File: config.mk
export PLATFORM = sky130hd
export DESIGN_NAME = player_motion_ctrl
export DESIGN_NICKNAME = d
export VERILOG_FILES = /design/src/rtl/player_motion_ctrl.sv
export SDC_FILE = /design/constraint.sdc
export NUM_CORES = 1
export LEC_CHECK = 0
export ABC_AREA = 1
export CAP_MARGIN = 0
export CELL_PAD_IN_SITES_DETAIL_PLACEMENT = 0
export CELL_PAD_IN_SITES_GLOBAL_PLACEMENT = 2
export CORE_UTILIZATION = 31
export CTS_CLUSTER_SIZE = 30
export DETAILED_ROUTE_END_ITERATION = 8
export GPL_ROUTABILITY_DRIVEN = 0
export GPL_TIMING_DRIVEN = 0
export PLACE_DENSITY_LB_ADDON = 0.1
export SYNTH_ARGS = -nofsm -noshare
export SYNTH_HDL_FRONTEND = slang
export SYNTH_SLANG_ARGS = --single-unit
File: constraint.sdc
create_clock -name clk -period 8 [get_ports clk]
set_clock_uncertainty 0.1 [all_clocks]
set_input_delay 1.6 -clock clk [delete_from_list [all_inputs] [get_ports clk]]
set_output_delay 1.6 -clock clk [all_outputs]
set_load 0.05 [all_outputs]
File: src/rtl/player_motion_ctrl.sv
// Player box X-position controller: synchronises left/right buttons and moves the box once per frame on blanking line TICK_Y.
// Build option: define PLAYER_WRAP_EN to wrap at the screen edges instead of clamping.
module player_motion_ctrl #(
  parameter logic [9:0] SCREEN_WIDTH = 10'd640,
  parameter logic [9:0] BOX_WIDTH    = 10'd30,
  parameter logic [9:0] START_X      = 10'd305,
  parameter logic [9:0] TICK_Y       = 10'd480,
  parameter logic [3:0] MIN_STEP     = 4'd1,
  parameter logic [3:0] MAX_STEP     = 4'd8
) (
  input  logic       clk,
  input  logic       rst,
  input  logic       btn_left,
  input  logic       btn_right,
  input  logic [9:0] x,
  input  logic [9:0] y,
  output logic [9:0] player_x,
  output logic       frame_tick,
  output logic [1:0] dir
);

  localparam logic [1:0]  IDLE  = 2'b00;
  localparam logic [1:0]  LEFT  = 2'b01;
  localparam logic [1:0]  RIGHT = 2'b10;
  localparam logic [10:0] MAX_X = {1'b0, SCREEN_WIDTH} - {1'b0, BOX_WIDTH};

  logic       bl_meta_q, bl_q, br_meta_q, br_q;
  logic       tick_s;
  logic [1:0] state_q, state_d;
  logic [3:0] speed_q, speed_d;
  logic [9:0] pos_q, pos_d;
  logic       frame_tick_q;
  logic [10:0] pos_ext_s, speed_ext_s, sum_s, diff_s, left_wrap_s, right_wrap_s;

  // Two-flop synchronisers for the raw buttons
  always_ff @(posedge clk or posedge rst) begin
    if (rst) begin
      bl_meta_q <= 1'b0;
      bl_q      <= 1'b0;
      br_meta_q <= 1'b0;
      br_q      <= 1'b0;
    end else begin
      bl_meta_q <= btn_left;
      bl_q      <= bl_meta_q;
      br_meta_q <= btn_right;
      br_q      <= br_meta_q;
    end
  end

  assign tick_s = (x == 10'd0) && (y == TICK_Y);

  // State register: direction, speed and position only advance on the frame tick
  always_ff @(posedge clk or posedge rst) begin
    if (rst) begin
      state_q      <= IDLE;
      speed_q      <= MIN_STEP;
      pos_q        <= START_X;
      frame_tick_q <= 1'b0;
    end else begin
      frame_tick_q <= tick_s;
      if (tick_s) begin
        state_q <= state_d;
        speed_q <= speed_d;
        pos_q   <= pos_d;
      end
    end
  end

  // Next-state logic: both or neither button pressed means IDLE
  always_comb begin
    state_d = state_q;
    if (tick_s) begin
      case ({bl_q, br_q})
        2'b10:   state_d = LEFT;
        2'b01:   state_d = RIGHT;
        default: state_d = IDLE;
      endcase
    end else begin
      state_d = state_q;
    end
  end

  // Speed ramp restarts on any direction change, including a direct reversal
  always_comb begin
    speed_d = speed_q;
    if (tick_s) begin
      if ((state_d != state_q) || (state_d == IDLE)) begin
        speed_d = MIN_STEP;
      end else if (speed_q >= MAX_STEP) begin
        speed_d = MAX_STEP;
      end else begin
        speed_d = speed_q + 4'd1;
      end
    end else begin
      speed_d = speed_q;
    end
  end

  assign pos_ext_s    = {1'b0, pos_q};
  assign speed_ext_s  = {7'd0, speed_d};
  assign sum_s        = pos_ext_s + speed_ext_s;
  assign diff_s       = pos_ext_s - speed_ext_s;
  assign left_wrap_s  = pos_ext_s + MAX_X + 11'd1 - speed_ext_s;
  assign right_wrap_s = sum_s - (MAX_X + 11'd1);

  // Position update uses the speed chosen on this same tick
  always_comb begin
    pos_d = pos_q;
    if (tick_s) begin
      case (state_d)
        LEFT: begin
          if (pos_ext_s < speed_ext_s) begin
`ifdef PLAYER_WRAP_EN
            pos_d = left_wrap_s[9:0];
`else
            pos_d = 10'd0;
`endif
          end else begin
            pos_d = diff_s[9:0];
          end
        end
        RIGHT: begin
          if (sum_s > MAX_X) begin
`ifdef PLAYER_WRAP_EN
            pos_d = right_wrap_s[9:0];
`else
            pos_d = MAX_X[9:0];
`endif
          end else begin
            pos_d = sum_s[9:0];
          end
        end
        default: pos_d = pos_q;
      endcase
    end else begin
      pos_d = pos_q;
    end
  end

  assign player_x   = pos_q;
  assign frame_tick = frame_tick_q;
  assign dir        = state_q;

endmodule

==> key figures, run 1 <==
Clocking
  – Setup Fix Bufs, Post-CTS: 0
  – TritonCTS buffer count: 3
  – CTS Root Buffer Type: clkbuf_8
  – Hold Buf Count CTS: 0
  – Clk_lat worst skew: 270 ps
  – Clock Path Buffers: 2
  – Clock tree sinks: 21
  – H-tree depth: 1
  – CTS tree: done
  – Post-CTS Resized: 0
  – Clock Pin Slew Worst Setup and Hold Paths: 90 ps

Power and ir drop
  – Gate power share: 9.8%
  – Sequential share of power: between 50% and 60%
  – Pwr Density: approximately 76 mW/mm^2
  – Net Sw Power: 0.00004972 W
  – Leakage: around 1.3 nW
  – Int Pwr: 0.0001543 W
  – Sw Share: 24.38%
  – Max VDD drop: 0.05223 mV
  – Clock share of power: 37.5%

Logic synthesis
  – Most common cell in the netlist: nand2_1
  – Yosys top cell area share: between 10% and 20%
  – Largest cells by area after synthesis: dfrtp_1 (18%), nand2_1 (16%), inv_1 (7.6%)
  – Ys flop type: dfrtp_1
  – Syn_area_per_cell: 6.587 um^2
  – Register area share after synthesis: 24.54%
  – Mapped Area: around 0.0022 mm^2
  – Post-synth EDFFs: 0
  – Yosys warns: 0
  – Cell variety after synth: 33
  – Post-synthesis register bit count: 21
  – Mapped Cells: 329
  – FFs w/ async S/R, synth: 100.0%
  – Syn_nets: about 370
  – Post-synth top area cell: dfrtp_1
  – Synth cell count leaders: nand2_1 (92), inv_1 (44), nor2_1 (40), nand3_1 (30), a21oi_1 (20)

Floorplan
  – Total core area: 0.006756 mm^2
  – Die Span Y: 85.61 um
  – Ports: 37
  – Die Area: between 0.007 and 0.008 mm^2
  – Starting Density: 32.07%
  – Die X: 85.61 um
  – FP Rows: 30

STA
  – # setup viols final: 0
  – Period utilisation layout: 67.58%
  – Endpoints failing hold: 0
  – RSZ-0062 raised after global routing: false
  – Min Tclk post-route: 5406 ps
  – Setup_tns: 0 ps
  – Max Slew Vio Count: 0
  – Slew margin rel.: approximately two fifths
  – Max frequency: 0.1850 GHz
  – Slew of the pin with the lowest slew margin: approximately 870 ps
  – Post-route setup slack: around 2600 ps
  – Hold WS: between 200 and 300 ps

Setup path
  – Worst r2r src: bl_q$_DFF_PP0_
  – CP arrival: about 5500 ps
  – CP required: between 8000 and 9000 ps
  – Critical setup path kind: input port to flop
  – Worst-path maximum fanout: 9
  – Critical Path Max Stage Delay: 470 ps
  – Most frequent CP cell: nand2_1
  – Worst setup path startpoint: y[8]
  – Crit path launch type: input port
  – Slowest-stage cell, CP: clkdlybuf4s50_1
  – Crit end category: flop

Hold path
  – Worst min-delay path class: flop to flop
  – Startpoint of the lowest-slack hold path: br_meta_q$_DFF_PP0_

Layout
  – Layout fillers: 750
  – Area occupied by multi-input gates: roughly 0.0014 mm^2
  – Final #Nets: ~410
  – Final cell utilization of the core: 39.61%
  – Layout cells sized above 1: 15.45%
  – N_diodes: 0
  – Layout area overhead: 23.50%
  – Register area: approximately 530 um^2

GRT
  – First-pass GRT wire length: 10050 um
  – Initial antenna violation count: 0
  – Total grt overflow: 0
  – Largest net degree at the start of global routing: 22
  – GRT Util Overall: 17.39%
  – Vias in the first global route: 2102

Routing
  – DRC violations left: 0
  – Vias per cell: 4.608
  – DRT Pass-1 Iters: 4
  – DR iter-0 viols: 114
  – Vias: 2069
  – Average wire per standard cell: 12.92 um
  – Routed wire length: 5801 um
  – Remaining antenna violation count after routing: 0

Placement
  – Port Buffers: 36
  – Dpl hpwl: 4632 um
  – Place WS: 2255 ps

Job
  – Max cap viols: 0

Run status
  – Status: finished clean
[cell usage in the layout, fill, tap and decap left out, drive strengths merged, types with 3 or more instances in the layout]
master,Yosys,layout
clkbuf,0,3
a21oi,21,21
dfrtp,16,16
xor2,4,4
nand2,104,104
nand4,7,7
o21ai,5,5
ha,12,12
buf,5,5
inv,50,50
nand3,33,33
nor2,58,58
clkdlybuf4s50,0,36
dfstp,5,5
[power groups by stage]
stage	registers (W)	logic, W	clock network, W
floorplan	0.000109	0.00000673	0
global placement	0.000109	0.0000201	0
detailed placement	0.000110	0.0000203	0
CTS	0.000108	0.0000205	0.0000787
global route	0.000108	0.0000219	0.0000827
finish	0.000108	0.0000199	0.0000765
[sequential cells by signal, indices dropped and copies added (netlist names)]
| signal | flops |
|---|---|
| br_q | 1 |
| player_x | 10 |
| bl_q | 1 |
| br_meta_q | 1 |
| frame_tick | 1 |
| bl_meta_q | 1 |
| dir | 2 |
| speed_q | 4 |
[per-stage QoR]
step / cells / cell area (um^2) / total power, W
floorplan: 329 / 2167 / 0.0001162
global placement: 445 / 2628 / 0.0001296
detailed placement: 445 / 2628 / 0.0001299
CTS: 449 / 2676 / 0.0002067
global route: 449 / 2676 / 0.0002123
finish: 449 / 2676 / 0.0002040
[logic make-up after synthesis]
logic type	count (synthesis)	synth area share (%)
flip-flops	21	24.54
XOR/XNOR	4	1.616
AND/OR/NAND/NOR	208	48.15
AO/OA/AOI/OAI	27	6.698
adder cells (fa/ha/maj)	14	8.776
buffers and inverters	55	10.22
[critical path: cells and delay by family]
kind	cells	cell delay, ps
simple gates	20	2230
compound gates	1	160
fa+ha+maj	3	940
buf+inv	3	570
[layer usage]
metal | wire length (um) | global-route usage [%] | part of all wire [%] | up-vias
li1 | - | - | - | 1100
met1 | 3029 | 25.30 | 52 | 929
met2 | 2452 | 27.42 | 42 | 36
met3 | 262 | 1.540 | 4.5 | 4
met4 | 57 | 5.000 | 0.98 | 0
met5 | 0 | 0 | 0 | -
[path summary, 6_finish.rpt]
kind                       cells after the start  slack, ps                 endpoint
min reg2reg                                    0        260           br_q$_DFF_PP0_
min in group asynchronous                      2       1700  player_x[6]$_DFFE_PP0P_
min                                            0        260           br_q$_DFF_PP0_
max reg2reg                                   23       4230  player_x[6]$_DFFE_PP0P_
max in group asynchronous                      2       5560       dir[0]$_DFFE_PP0N_
max                                           27       2590  player_x[6]$_DFFE_PP0P_
[cell type report]
type | count | area share [%]
flip-flops and latches | 21 | 19.87
plain buffers | 5 | 1.262
multi-input cells | 253 | 52.83
clock inverters | 1 | 0.2805
repair buffers | 36 | 13.46
clock buffers | 3 | 1.543
inverters | 50 | 7.013
well taps | 80 | 3.740
No activity file was read; power rests on OpenSTA's default activity.
==> run 2: changes to the inputs <==
--- a/config.mk
+++ b/config.mk
@@ -9,7 +9,7 @@
 export CAP_MARGIN = 0
 export CELL_PAD_IN_SITES_DETAIL_PLACEMENT = 0
 export CELL_PAD_IN_SITES_GLOBAL_PLACEMENT = 2
-export CORE_UTILIZATION = 31
+export CORE_UTILIZATION = 26
 export CTS_CLUSTER_SIZE = 30
 export DETAILED_ROUTE_END_ITERATION = 8
 export GPL_ROUTABILITY_DRIVEN = 0
==> constraint.sdc (replaced) <==
create_clock -name clk -period 4.72 [get_ports clk]
set_clock_uncertainty 0.1 [all_clocks]
set_input_delay 0.944 -clock clk [delete_from_list [all_inputs] [get_ports clk]]
set_output_delay 0.944 -clock clk [all_outputs]
set_load 0.05 [all_outputs]
==> run 2 against run 1 <==
Effect of this change:
- sequential power rose by 69%
- largest cell class unchanged
- count of clock-buffer cells in the layout rose by 1
- sequential share of layout area decreased by 0.74 points
- highest routed layer unchanged
==> key figures, run 2 (synthesized netlist as in run 1, its figures left out) <==
Floorplan
  – Die Span Y: between 90 and 100 um
  – FP Rows: 32
  – Starting Density: 27.47%
  – Die X: 93.30 um
  – Total core area: 0.007888 mm^2
  – Ports: 37
  – Die Area: ~0.0087 mm^2

Setup path
  – R2R Setup Slk: 1390 ps
  – CP required: approximately 4800 ps
  – Crit end category: flop
  – Critical Path Max Stage Delay: around 410 ps
  – Crit path launch type: input port
  – Worst-path maximum fanout: 8
  – CP arrival: approximately 4500 ps
  – Slowest-stage cell, CP: clkdlybuf4s50_1
  – Critical setup path kind: input port to flop

Placement
  – Place WS: -304.3 ps
  – Dpl hpwl: just under 5000 um
  – Port Buffers: 36
  – DP Area: 0.002655 mm^2
  – Post-Place Cells: 467

GRT
  – Largest net degree at the start of global routing: 22
  – GRT Util Overall: 14.89%
  – Initial antenna violation count: 0
  – Total grt overflow: 0
  – First-pass GRT wire length: 10160 um
  – Vias in the first global route: 2084

Layout
  – Final Cell Area: 0.002780 mm^2
  – Most frequent cells in the layout: nand2_1 (91), inv_1 (44), nor2_1 (40)
  – Layout fillers: roughly 870
  – Layout cells sized above 1: 17.69%
  – Final #Nets: 412
  – Layout area overhead: 28.29%
  – Area occupied by multi-input gates: 0.001464 mm^2
  – Commonest non-fill, non-tap cell in the layout: nand2_1
  – Finished Layout Cells: around 480
  – N_diodes: 0
  – Register area: 531.8 um^2
  – Max reg flops: 10

Clocking
  – Clock Path Buffers: 2
  – CTS tree: done
  – Clock Pin Slew Worst Setup and Hold Paths: 80 ps
  – CTS Root Buffer Type: clkbuf_8
  – TritonCTS buffer count: 3
  – Clock tree sinks: 21
  – H-tree depth: 1
  – Clk_lat worst skew: around 260 ps
  – Hold Buf Count CTS: 0

Job
  – Max cap viols: 0

STA
  – Max Slew Vio Count: 0
  – Endpoints failing hold: 0
  – Hold WS: 255.9 ps
  – Slew of the pin with the lowest slew margin: 849.9 ps
  – # setup viols final: 0
  – Max frequency: 0.2273 GHz
  – Setup_tns: 0 ps
  – Post-route setup slack: 321.2 ps
  – Min Tclk post-route: around 4400 ps
  – Period utilisation layout: 93.19%
  – Slew margin rel.: around 43%

Routing
  – DRC violations left: 0
  – Vias per cell: 4.368
  – Remaining antenna violation count after routing: 0
  – Routed wire length: 5878 um
  – Average wire per standard cell: 12.37 um
  – Vias: 2075
  – DRT Pass-1 Iters: 4
  – DR iter-0 viols: 68

Power and ir drop
  – Leakage: roughly 1.3 nW
  – Pwr Density: around 120 mW/mm^2
  – Max VDD drop: between 0.06 and 0.07 mV

Hold path
  – Worst min-delay path class: flop to flop

Run status
  – Status: finished clean
## run 2: changes by cell type in the layout (fill, tap and decap cells not counted), sizes merged
cell,change
buf,+4
clkinvlp,-1
clkbuf,+1
## run 2: power breakdown
part           total [W]  internal (W)  switching [W]  leakage [nW]
sequential      0.000182      0.000182    0.000000495         0.266
clock           0.000122     0.0000602      0.0000614        0.0228
combinational  0.0000336     0.0000199      0.0000138          1.04
total           0.000337      0.000262      0.0000757          1.33
## run 2: routing by layer
layer	vias up	global-route usage, %	wire length, um
met5	-	0	0
met4	0	1.154	15
met3	4	2.195	164
met2	39	24.69	2600
met1	923	21.20	3098
li1	1109	-	-
## run 2: through the flow
step,utilization (%),total power [W]
global placement,33.66,0.0002198
CTS,34.33,0.0003457
global route,35.25,0.0003569
finish,35.25,0.0003374
floorplan,-,0.0001969
detailed placement,33.66,0.0002201
## run 2: final timing paths
path,endpoint,depth (start not counted),start
max in group asynchronous,dir[1]$_DFFE_PP0N_,2,rst
worst min register to register,br_q$_DFF_PP0_,0,br_meta_q$_DFF_PP0_
min in group asynchronous,player_x[9]$_DFFE_PP0P_,2,rst
worst max-delay path,player_x[6]$_DFFE_PP0P_,27,y[2]
worst max register to register,player_x[6]$_DFFE_PP0P_,22,bl_q$_DFF_PP0_
worst min-delay path,br_q$_DFF_PP0_,0,br_meta_q$_DFF_PP0_
## run 2: final cells by class
class / count / area share (%)
Clock buffer: 4 / 1.620
Tap cell: 102 / 4.590
Buffer: 5 / 1.215
Inverter: 50 / 6.751
Multi-Input combinational cell: 253 / 52.66
Timing Repair Buffer: 40 / 14.04
Sequential cell: 21 / 19.13
## run 2: critical path, delay by kind of cell
family          cells  cell delay [ps]
simple gates       20             2010
fa+ha+maj           3              770
compound gates      1              160
buf+inv             3              550
## run 2: timing repair
action / CTS / global route
pin swaps: 1 / 4
setup endpoints to repair: 4 / 10
setup buffers: 1 / 3
resized for setup: 0 / 10
